### config.mk
export PLATFORM = sky130hd
export DESIGN_NAME = instruction_encoder_flat
export DESIGN_NICKNAME = d
export VERILOG_FILES = /design/src/rtl/riscv_pkg.sv /design/src/rtl/instruction_encoder_if.sv /design/src/rtl/instr_fifo.sv /design/src/rtl/instruction_encoder.sv /design/src/flat_wrapper.sv
export SDC_FILE = /design/constraint.sdc
export NUM_CORES = 1
export LEC_CHECK = 0
export BUFFER_PORTS_ARGS = -buffer_cell sky130_fd_sc_hd__clkbuf_2
export CAP_MARGIN = 20
export CORE_MARGIN = 5
export CORE_UTILIZATION = 50
export DETAILED_ROUTE_END_ITERATION = 12
export GPL_TIMING_DRIVEN = 0
export HOLD_SLACK_MARGIN = 0.03
export PLACE_DENSITY = 0.73
export SLEW_MARGIN = 10
export SYNTH_ARGS = -nofsm -noshare
export SYNTH_HDL_FRONTEND = slang
export SYNTH_SLANG_ARGS = --single-unit
### constraint.sdc
create_clock -name clk -period 5.9 [get_ports clk]
set_input_delay 0.59 -clock clk [delete_from_list [all_inputs] [get_ports clk]]
set_output_delay 0.59 -clock clk [all_outputs]
set_load 0.005 [all_outputs]
### src/rtl/riscv_pkg.sv
// rtl/riscv_pkg.sv - shared RV64I format/opcode constants and FIFO sizing
package riscv_pkg;
  localparam int FIFO_DEPTH = 4;
  localparam int FIFO_PTR_W = 2;

  localparam logic [2:0] FMT_R = 3'd0;
  localparam logic [2:0] FMT_I = 3'd1;
  localparam logic [2:0] FMT_S = 3'd2;
  localparam logic [2:0] FMT_B = 3'd3;
  localparam logic [2:0] FMT_U = 3'd4;
  localparam logic [2:0] FMT_J = 3'd5;

  localparam logic [6:0] OP_REG    = 7'h33;
  localparam logic [6:0] OP_IMM    = 7'h13;
  localparam logic [6:0] OP_STORE  = 7'h23;
  localparam logic [6:0] OP_BRANCH = 7'h63;
  localparam logic [6:0] OP_LUI    = 7'h37;
  localparam logic [6:0] OP_JAL    = 7'h6F;

  typedef logic [31:0] word_t;
endpackage

### src/rtl/instruction_encoder_if.sv
// rtl/instruction_encoder_if.sv - field input / instruction output handshake bundle
interface instruction_encoder_if
  import riscv_pkg::*;
#(
  parameter int PTR_W = FIFO_PTR_W
);
  logic             in_valid;
  logic             in_ready;
  logic [2:0]       fmt;
  logic [6:0]       opcode;
  logic [4:0]       rd;
  logic [2:0]       funct3;
  logic [4:0]       rs1;
  logic [4:0]       rs2;
  logic [6:0]       funct7;
  logic [31:0]      imm;
  logic             out_valid;
  logic             out_ready;
  word_t            instruction;
  logic [PTR_W:0]   count;
  logic             err_illegal;

  modport master (
    output in_valid, fmt, opcode, rd, funct3, rs1, rs2, funct7, imm, out_ready,
    input  in_ready, out_valid, instruction, count, err_illegal
  );

  modport slave (
    input  in_valid, fmt, opcode, rd, funct3, rs1, rs2, funct7, imm, out_ready,
    output in_ready, out_valid, instruction, count, err_illegal
  );
endinterface

### src/rtl/instr_fifo.sv
// rtl/instr_fifo.sv - DEPTH x 32 synchronous FIFO with occupancy count
module instr_fifo
  import riscv_pkg::*;
#(
  parameter int DEPTH = FIFO_DEPTH,
  parameter int PTR_W = FIFO_PTR_W
) (
  input  logic           clk,
  input  logic           reset,
  input  logic           push,
  input  logic           pop,
  input  word_t          wdata,
  output word_t          rdata,
  output logic           full,
  output logic           empty,
  output logic [PTR_W:0] count
);
  word_t            mem [DEPTH];
  logic [PTR_W-1:0] wr_ptr;
  logic [PTR_W-1:0] rd_ptr;
  logic             do_push;
  logic             do_pop;

  assign full    = (count == (PTR_W+1)'(DEPTH));
  assign empty   = (count == '0);
  assign do_push = push && !full;
  assign do_pop  = pop && !empty;
  // Gate the head so the output reads zero whenever nothing is buffered.
  assign rdata   = empty ? '0 : mem[rd_ptr];

  always_ff @(posedge clk or negedge reset) begin
    if (!reset) begin
      wr_ptr <= '0;
      rd_ptr <= '0;
      count  <= '0;
    end else begin
      if (do_push) wr_ptr <= wr_ptr + PTR_W'(1);
      if (do_pop)  rd_ptr <= rd_ptr + PTR_W'(1);
      case ({do_push, do_pop})
        2'b10:   count <= count + (PTR_W+1)'(1);
        2'b01:   count <= count - (PTR_W+1)'(1);
        default: count <= count;
      endcase
    end
  end

  always_ff @(posedge clk) begin
    if (do_push) mem[wr_ptr] <= wdata;
  end
endmodule

### src/rtl/instruction_encoder.sv
// rtl/instruction_encoder.sv - packs decoded RV64I fields into 32-bit words behind a FIFO
module instruction_encoder
  import riscv_pkg::*;
#(
  parameter int DEPTH = FIFO_DEPTH,
  parameter int PTR_W = FIFO_PTR_W
) (
  input  logic                  clk,
  input  logic                  reset,
  instruction_encoder_if.slave  bus
);
  logic  full;
  logic  empty;
  logic  legal;
  logic  accept;
  logic  push;
  logic  pop;
  logic  err_q;
  word_t enc_word;
  word_t head;

  function automatic word_t encode(
    input logic [2:0]  fmt,
    input logic [6:0]  opcode,
    input logic [4:0]  rd,
    input logic [2:0]  funct3,
    input logic [4:0]  rs1,
    input logic [4:0]  rs2,
    input logic [6:0]  funct7,
    input logic [31:0] imm
  );
    case (fmt)
      FMT_R:   return {funct7, rs2, rs1, funct3, rd, opcode};
      FMT_I:   return {imm[11:0], rs1, funct3, rd, opcode};
      FMT_S:   return {imm[11:5], rs2, rs1, funct3, imm[4:0], opcode};
      FMT_B:   return {imm[12], imm[10:5], rs2, rs1, funct3, imm[4:1], imm[11], opcode};
      FMT_U:   return {imm[31:12], rd, opcode};
      FMT_J:   return {imm[20], imm[10:1], imm[11], imm[19:12], rd, opcode};
      default: return '0;
    endcase
  endfunction

  assign enc_word = encode(bus.fmt, bus.opcode, bus.rd, bus.funct3,
                           bus.rs1, bus.rs2, bus.funct7, bus.imm);
  assign legal    = (bus.fmt <= FMT_J);
  // Illegal formats still complete the handshake; they are simply not stored.
  assign accept   = bus.in_valid && !full;
  assign push     = accept && legal;
  assign pop      = bus.out_ready && !empty;

  instr_fifo #(
    .DEPTH (DEPTH),
    .PTR_W (PTR_W)
  ) u_fifo (
    .clk   (clk),
    .reset (reset),
    .push  (push),
    .pop   (pop),
    .wdata (enc_word),
    .rdata (head),
    .full  (full),
    .empty (empty),
    .count (bus.count)
  );

  always_ff @(posedge clk or negedge reset) begin
    if (!reset) err_q <= 1'b0;
    else        err_q <= accept && !legal;
  end

  assign bus.in_ready    = !full;
  assign bus.out_valid   = !empty;
  assign bus.instruction = head;
  assign bus.err_illegal = err_q;
endmodule

### src/flat_wrapper.sv
// flat-port wrapper written by rule: the top's interface ports become plain ports
module instruction_encoder_flat import riscv_pkg::*;
#(
  parameter int DEPTH = FIFO_DEPTH,
  parameter int PTR_W = FIFO_PTR_W
)
  (clk, reset, bus_in_valid, bus_fmt, bus_opcode, bus_rd, bus_funct3, bus_rs1, bus_rs2, bus_funct7, bus_imm, bus_out_ready, bus_in_ready, bus_out_valid, bus_instruction, bus_count, bus_err_illegal);
  instruction_encoder_if #(.PTR_W(PTR_W)) bus_i ();
  input  logic clk;
  input  logic reset;
  input wire logic [$bits(bus_i.in_valid)-1:0] bus_in_valid;
  input wire logic [$bits(bus_i.fmt)-1:0] bus_fmt;
  input wire logic [$bits(bus_i.opcode)-1:0] bus_opcode;
  input wire logic [$bits(bus_i.rd)-1:0] bus_rd;
  input wire logic [$bits(bus_i.funct3)-1:0] bus_funct3;
  input wire logic [$bits(bus_i.rs1)-1:0] bus_rs1;
  input wire logic [$bits(bus_i.rs2)-1:0] bus_rs2;
  input wire logic [$bits(bus_i.funct7)-1:0] bus_funct7;
  input wire logic [$bits(bus_i.imm)-1:0] bus_imm;
  input wire logic [$bits(bus_i.out_ready)-1:0] bus_out_ready;
  output wire logic [$bits(bus_i.in_ready)-1:0] bus_in_ready;
  output wire logic [$bits(bus_i.out_valid)-1:0] bus_out_valid;
  output wire logic [$bits(bus_i.instruction)-1:0] bus_instruction;
  output wire logic [$bits(bus_i.count)-1:0] bus_count;
  output wire logic [$bits(bus_i.err_illegal)-1:0] bus_err_illegal;
  assign bus_i.in_valid = bus_in_valid;
  assign bus_i.fmt = bus_fmt;
  assign bus_i.opcode = bus_opcode;
  assign bus_i.rd = bus_rd;
  assign bus_i.funct3 = bus_funct3;
  assign bus_i.rs1 = bus_rs1;
  assign bus_i.rs2 = bus_rs2;
  assign bus_i.funct7 = bus_funct7;
  assign bus_i.imm = bus_imm;
  assign bus_i.out_ready = bus_out_ready;
  assign bus_in_ready = bus_i.in_ready;
  assign bus_out_valid = bus_i.out_valid;
  assign bus_instruction = bus_i.instruction;
  assign bus_count = bus_i.count;
  assign bus_err_illegal = bus_i.err_illegal;
  instruction_encoder #(.DEPTH(DEPTH), .PTR_W(PTR_W)) u_core (.clk(clk), .reset(reset), .bus(bus_i));
endmodule
Word level (Yosys, flattened, before mapping)
Memories as Yosys holds them, arrays and structs flattened.
Index checks and enable logic that the tools add are counted.
{"block": "op_classes", "reduce_logical": 12, "magnitude_cmp": 1, "addsub": 4, "n_eq_ne": 8, "muxes": 5}
{"operator": "$pmux W32 S6", "count": 1}
{"operator": "$mux W32", "count": 1}
{"operator": "$eq A3 B3 Y1 const B", "count": 3}
{"operator": "$eq A3 B2 Y1 const B", "count": 2}
{"operator": "$logic_and A1 B1 Y1", "count": 6}
{"operator": "$logic_not A3 Y1", "count": 2}
{"operator": "$pmux W3 S2", "count": 1}
{"operator": "$add A2 B1 Y2 const B", "count": 2}
{"operator": "$add A3 B1 Y3 const B", "count": 1}
{"operator": "$eq A3 B1 Y1 const B", "count": 1}
{"operator": "$le A3 B3 Y1 const B", "count": 1}
{"operator": "$logic_not A1 Y1", "count": 3}
{"operator": "$sub A3 B1 Y3 const B", "count": 1}
{"operator": "$eq A2 B1 Y1 const B", "count": 1}
{"operator": "$eq A2 B2 Y1 const B", "count": 1}
{"operator": "$mux W1", "count": 2}
{"operator": "$reduce_bool A2 Y1", "count": 1}
{"block": "word_totals", "output_inout_bits": 38, "memories": 1, "ramBits": 128, "reg_bits": 8, "in_bits": 71, "wordCells": 35}
{"name": "u_core.u_fifo.mem", "depth": 4, "word_bits": 32, "read_ports": 1, "rd_ports_with_merged_regs": 0, "wr": 1, "line": "instr_fifo.sv:18", "rtl": "word_t mem [DEPTH];"}

Depth between registers and ports, before layout
{"block": "logic_depth", "word_depth": 7, "mapped_depth": 9}

Cells and area by module
Synthesis repeated with hierarchy kept, for this count alone.
{"block": "hier_totals", "hier_cells": 351, "area_unflattened_um2": 5993.2}
{"mod": "instr_fifo", "area_per_inst_um2": 5291.3, "cells_each": 241, "seq_area_each_um2": 4018.9, "instances": 1}
{"mod": "instruction_encoder", "area_per_inst_um2": 701.9, "cells_each": 110, "seq_area_each_um2": 25.0, "instances": 1}

Worst setup path before layout
Ideal clock, no wire load.
{"block": "synth_path", "path_type": "input port to flip-flop", "from": "in bus_fmt[2]", "to": "mem u_core.u_fifo.mem[0][0] (netlist name) (enable)", "n_path_buf": 1, "required_ns": 5.479, "path_slack_ns": 3.010, "arrival_ns": 2.469, "setup_ns": 0.421, "cell_stages": 4, "cell_sequence": "buf_2 nand2_1 nand3_2 nor2_1"}
{"block": "synth_between", "elab_chain_cells": 5}
{"element": "start: declaration", "line": "flat_wrapper.sv:12", "rtl": "input wire logic [$bits(bus_i.fmt)-1:0] bus_fmt;"}
{"element": "$le A3 B3 Y1", "line": "instruction_encoder.sv:45", "rtl": "assign legal = (bus.fmt <= FMT_J);"}
{"element": "$logic_and A1 B1 Y1", "line": "instruction_encoder.sv:48", "rtl": "assign push = accept && legal;"}
{"element": "$logic_and A1 B1 Y1", "line": "instr_fifo.sv:26", "rtl": "assign do_push = push && !full;"}
{"element": "$mux W1", "line": "instr_fifo.sv:48", "rtl": "if (do_push) mem[wr_ptr] <= wdata;"}
{"element": "$mux W1 (not written as such)", "line": "instr_fifo.sv:48"}
{"element": "end: declaration", "line": "instr_fifo.sv:18"}
Every way passes these cells.

Worst setup path after layout
{"block": "layout_path", "from": "reg u_core.u_fifo.count[0]", "to": "out bus_instruction[20]"}
{"block": "layout_between", "elab_chain_cells": 2}
{"element": "start: declaration", "line": "instr_fifo.sv:16", "rtl": "output logic [PTR_W:0] count"}
{"element": "start signal: assignment", "line": "instr_fifo.sv:40", "rtl": "2'b10: count <= count + (PTR_W+1)'(1);"}
{"element": "start signal: assignment", "line": "instr_fifo.sv:41", "rtl": "2'b01: count <= count - (PTR_W+1)'(1);"}
{"element": "start signal: assignment", "line": "instr_fifo.sv:42", "rtl": "default: count <= count;"}
{"element": "$logic_not A3 Y1", "line": "instr_fifo.sv:25", "rtl": "assign empty = (count == '0);"}
{"element": "$mux W32", "line": "instr_fifo.sv:29", "rtl": "assign rdata = empty ? '0 : mem[rd_ptr];"}
{"element": "end: declaration", "line": "flat_wrapper.sv:23", "rtl": "output wire logic [$bits(bus_i.instruction)-1:0] bus_instruction;"}
Every way passes these cells.

==> flow_summary_export.csv <==
group,metric,value,unit
sta,worst_clock_skew,0.00937,ns
synthesis,syn_nets,427,
setup_path,cp.required,5.31,ns
global_route,antenna_found_initial,0,
clock_tree,clock_latency,0.42,ns
final_layout,layoutNonFillerInstCount,637,
floorplan,pin_count,109,
routing,ant_nets,0,
final_layout,nFillCells,828,
sta,setup_viol,0,
routing,wl_met1,5210,um
placement,gp_congestion,0.749,
placement,io_buffers,107,
outcome,status,"finished, final reports clean",
routing,dr.max_layer_used,"met4",
floorplan,die-area,14200,um2
setup_path,crit_type,"register to output pin",
global_route,grt_pass1_wl,19900,um
clock_tree,post_cts_buffers,0,
synthesis,synthCells,350,
sta,slew_headroom,48.4,%
global_route,grt_overflow_total,0,
final_layout,multi_input_area,1720,um2
clock_tree,h-tree-depth,4,
synthesis,async_flop_share,5.88,%
placement,place_inst,604,
clock_tree,clk_pin_slew_worst_paths,0.05,ns
final_layout,regArea,4040,um2
power,power_frac_clock,31.1,%
synthesis,synthTopCellsByArea,"edfxtp_1 (65%), mux4_2 (11%), and2_1 (4.2%)",
power,p_leak,2.83,nW
sta,finalCritPeriodShare,44.8,%
clock_tree,cts_tree,"done",
power,power_frac_seq,37.0,%
routing,dr.pass1.iters,5,
floorplan,die_y,119,um
clock_tree,cts_resized,0,
routing,vias,3518,
final_layout,finalNetCount,558,
synthesis,synth_cell_types,31,
global_route,first_global_vias,3698,
clock_tree,cts.sinks,136,
sta,fin_crit,2.65,ns
power,ir_drop,225,uV
setup_path,end_kind,"output pin",
sta,tightest_slew,0.766,ns
final_layout,final_common_cell,"edfxtp_1",
power,intPower,2.53,mW
setup_path,r2r_cells,8,
setup_path,cp.arrival,2.06,ns
synthesis,syn_avg_cell_area,17.0,um2
final_layout,mostFrequentLayoutCells,"edfxtp_1 (128), clkbuf_2 (107), and2_1 (40)",
synthesis,synth_area_leader_cell,"edfxtp_1",
run,drv_cap,0,
floorplan,core_area,11500,um2
routing,wl_per_cell,19.9,um
synthesis,synth_seq_area_share,68.0,%
floorplan,core.rowCount,39,
final_layout,syn_to_final_growth,24.6,%
power,p_sw_share,27.6,%
global_route,grt_util_all_layers,18.9,%
synthesis,ys_seq_elements,136,
power,p_comb_share,31.9,%
floorplan,die_x,119,um
sta,slew_violations,0,
routing,wl_met2,6190,um
synthesis,ys.flop_type,"edfxtp_1",
final_layout,postLayoutCoreUtil,64.3,%
setup_path,cp_max_fo,10,
sta,fmax,378,MHz
synthesis,synth_top_area_share,64.7,%
setup_path,start_kind,"register",
placement,hpwlAfterDp,8610,um
clock_tree,clk_path_buf_depth,2,
synthesis,syn_area,5940,um2
sta,finalSetupTns,0,ns
worst_hold_path,hold_depth,3,
synthesis,yosys_warnings,0,
clock_tree,cts-buffers-inserted,17,
routing,first_iter_violations,221,
routing,viasPerCell,5.52,
global_route,grt_max_degree,22,
synthesis,synth_edf_count,128,
floorplan,start_util,51.6,%
sta,grt_setup_unrepaired,"no",
sta,hold_viol_final,0,
routing,dr_wl_met3,1000,um
power,p_per_area,473,nW/um2
routing,wl,12700,um
routing,route.detailed.drc,0,
final_layout,diodes,0,
clock_tree,cts_root_buf,"clkbuf_16",
final_layout,drive_gt1_share,37.7,%
power,p_sw,0.968,mW
worst_hold_path,hp-class,"input port to register",
## what timing repair did
item                                    in CTS  in global routing
hold buffers                                 1                  0
endpoints found under the setup margin       0                  0
endpoints found under the hold margin        8                  0
## power groups by stage
stage               clock network, mW  registers [mW]  logic, mW
floorplan                           0            1.31      0.712
global placement                    0            1.32       1.08
detailed placement                  0            1.31       1.15
CTS                              1.10            1.30       1.15
global route                     1.15            1.31       1.23
finish                           1.09            1.30       1.12
## cell families (layout without fill, tap and decap cells)
group	after synthesis	count (layout)	synth area share [%]
xor gates and xnor gates	6	6	0.884
and+or+nand+nor	76	76	7.05
buffers and inverters	39	183	3.58
DFF	136	136	68.0
muxes	44	44	14.5
adders and majority gates	6	6	1.39
AOI/OAI and AO/OA	43	43	4.61
## critical path: stages (launching register included)
cell and delay, ns:
dfrtp_1 0.42, or3_1 0.38, clkbuf_1 0.21, clkbuf_1 0.29, and2_1 0.23, clkbuf_2 0.11
## final timing paths
path / start / end / slack, ns
min reg2reg: u_core.u_fifo.count[2] / u_core.u_fifo.count[2] / 0.50
min in group asynchronous: reset / u_core.u_fifo.rd_ptr[0] / 0.56
max in group asynchronous: reset / u_core.bus.err_illegal / 5.16
min: bus_in_valid / u_core.bus.err_illegal / 0.41
max reg2reg: u_core.u_fifo.count[0] / u_core.u_fifo.count[2] / 3.61
max: u_core.u_fifo.count[0] / bus_instruction[20] / 3.25
## final cells by class
| class | count | share of cell area (%) |
|---|---|---|
| timing repair buffer | 112 | 8.65 |
| inverter | 18 | 0.912 |
| multi-input combinational | 175 | 23.2 |
| clock inverter | 12 | 2.37 |
| buffer | 21 | 1.96 |
| tap | 143 | 2.42 |
| sequential | 136 | 54.6 |
| clock buffer | 20 | 5.90 |
## per-layer routing
layer / GRT usage [%] / up-vias
met1: 24.4 / 1736
met3: 5.21 / 21
met5: 0 / -
met2: 30.2 / 157
li1: - / 1604
met4: 8.11 / 0
## sequential cells by signal, indices dropped and copies added (netlist names)
signal	count
u_core.u_fifo.mem	128
u_core.u_fifo.count	3
u_core.u_fifo.wr_ptr	2
u_core.u_fifo.rd_ptr	2
u_core.bus.err_illegal	1
## stage by stage
stage                     area, um2  total power, mW  worst slack, ns  hold WS (ns)
final                          7410             3.50             3.25         0.406
after global routing           7410             3.69             3.13         0.441
after CTS                      7410             3.55             3.21         0.399
after detailed placement       6780             2.46             3.13         0.456
after global placement         6660             2.39             1.57         0.449
after floorplan                5940             2.02             3.01         0.294
## synthesized netlist by cell type (2+ instances only)
| cell | n |
|---|---|
| edfxtp_1 | 128 |
| and2_1 | 40 |
| mux4_2 | 28 |
| o21ai_0 | 20 |
| inv_1 | 18 |
| nand2_1 | 17 |
| a22o_1 | 11 |
| clkbuf_1 | 9 |
| mux2i_1 | 9 |
| buf_2 | 8 |
| dfrtp_1 | 8 |
| nor2_1 | 7 |
| nor2b_1 | 7 |
| a21oi_1 | 5 |
| ha_1 | 5 |
| a22oi_1 | 4 |
| mux4_1 | 4 |
| buf_12 | 3 |
| xnor2_1 | 3 |
| xor2_1 | 3 |
| mux2_2 | 2 |
| nand3_1 | 2 |
Power figures use the tool's default switching activity.
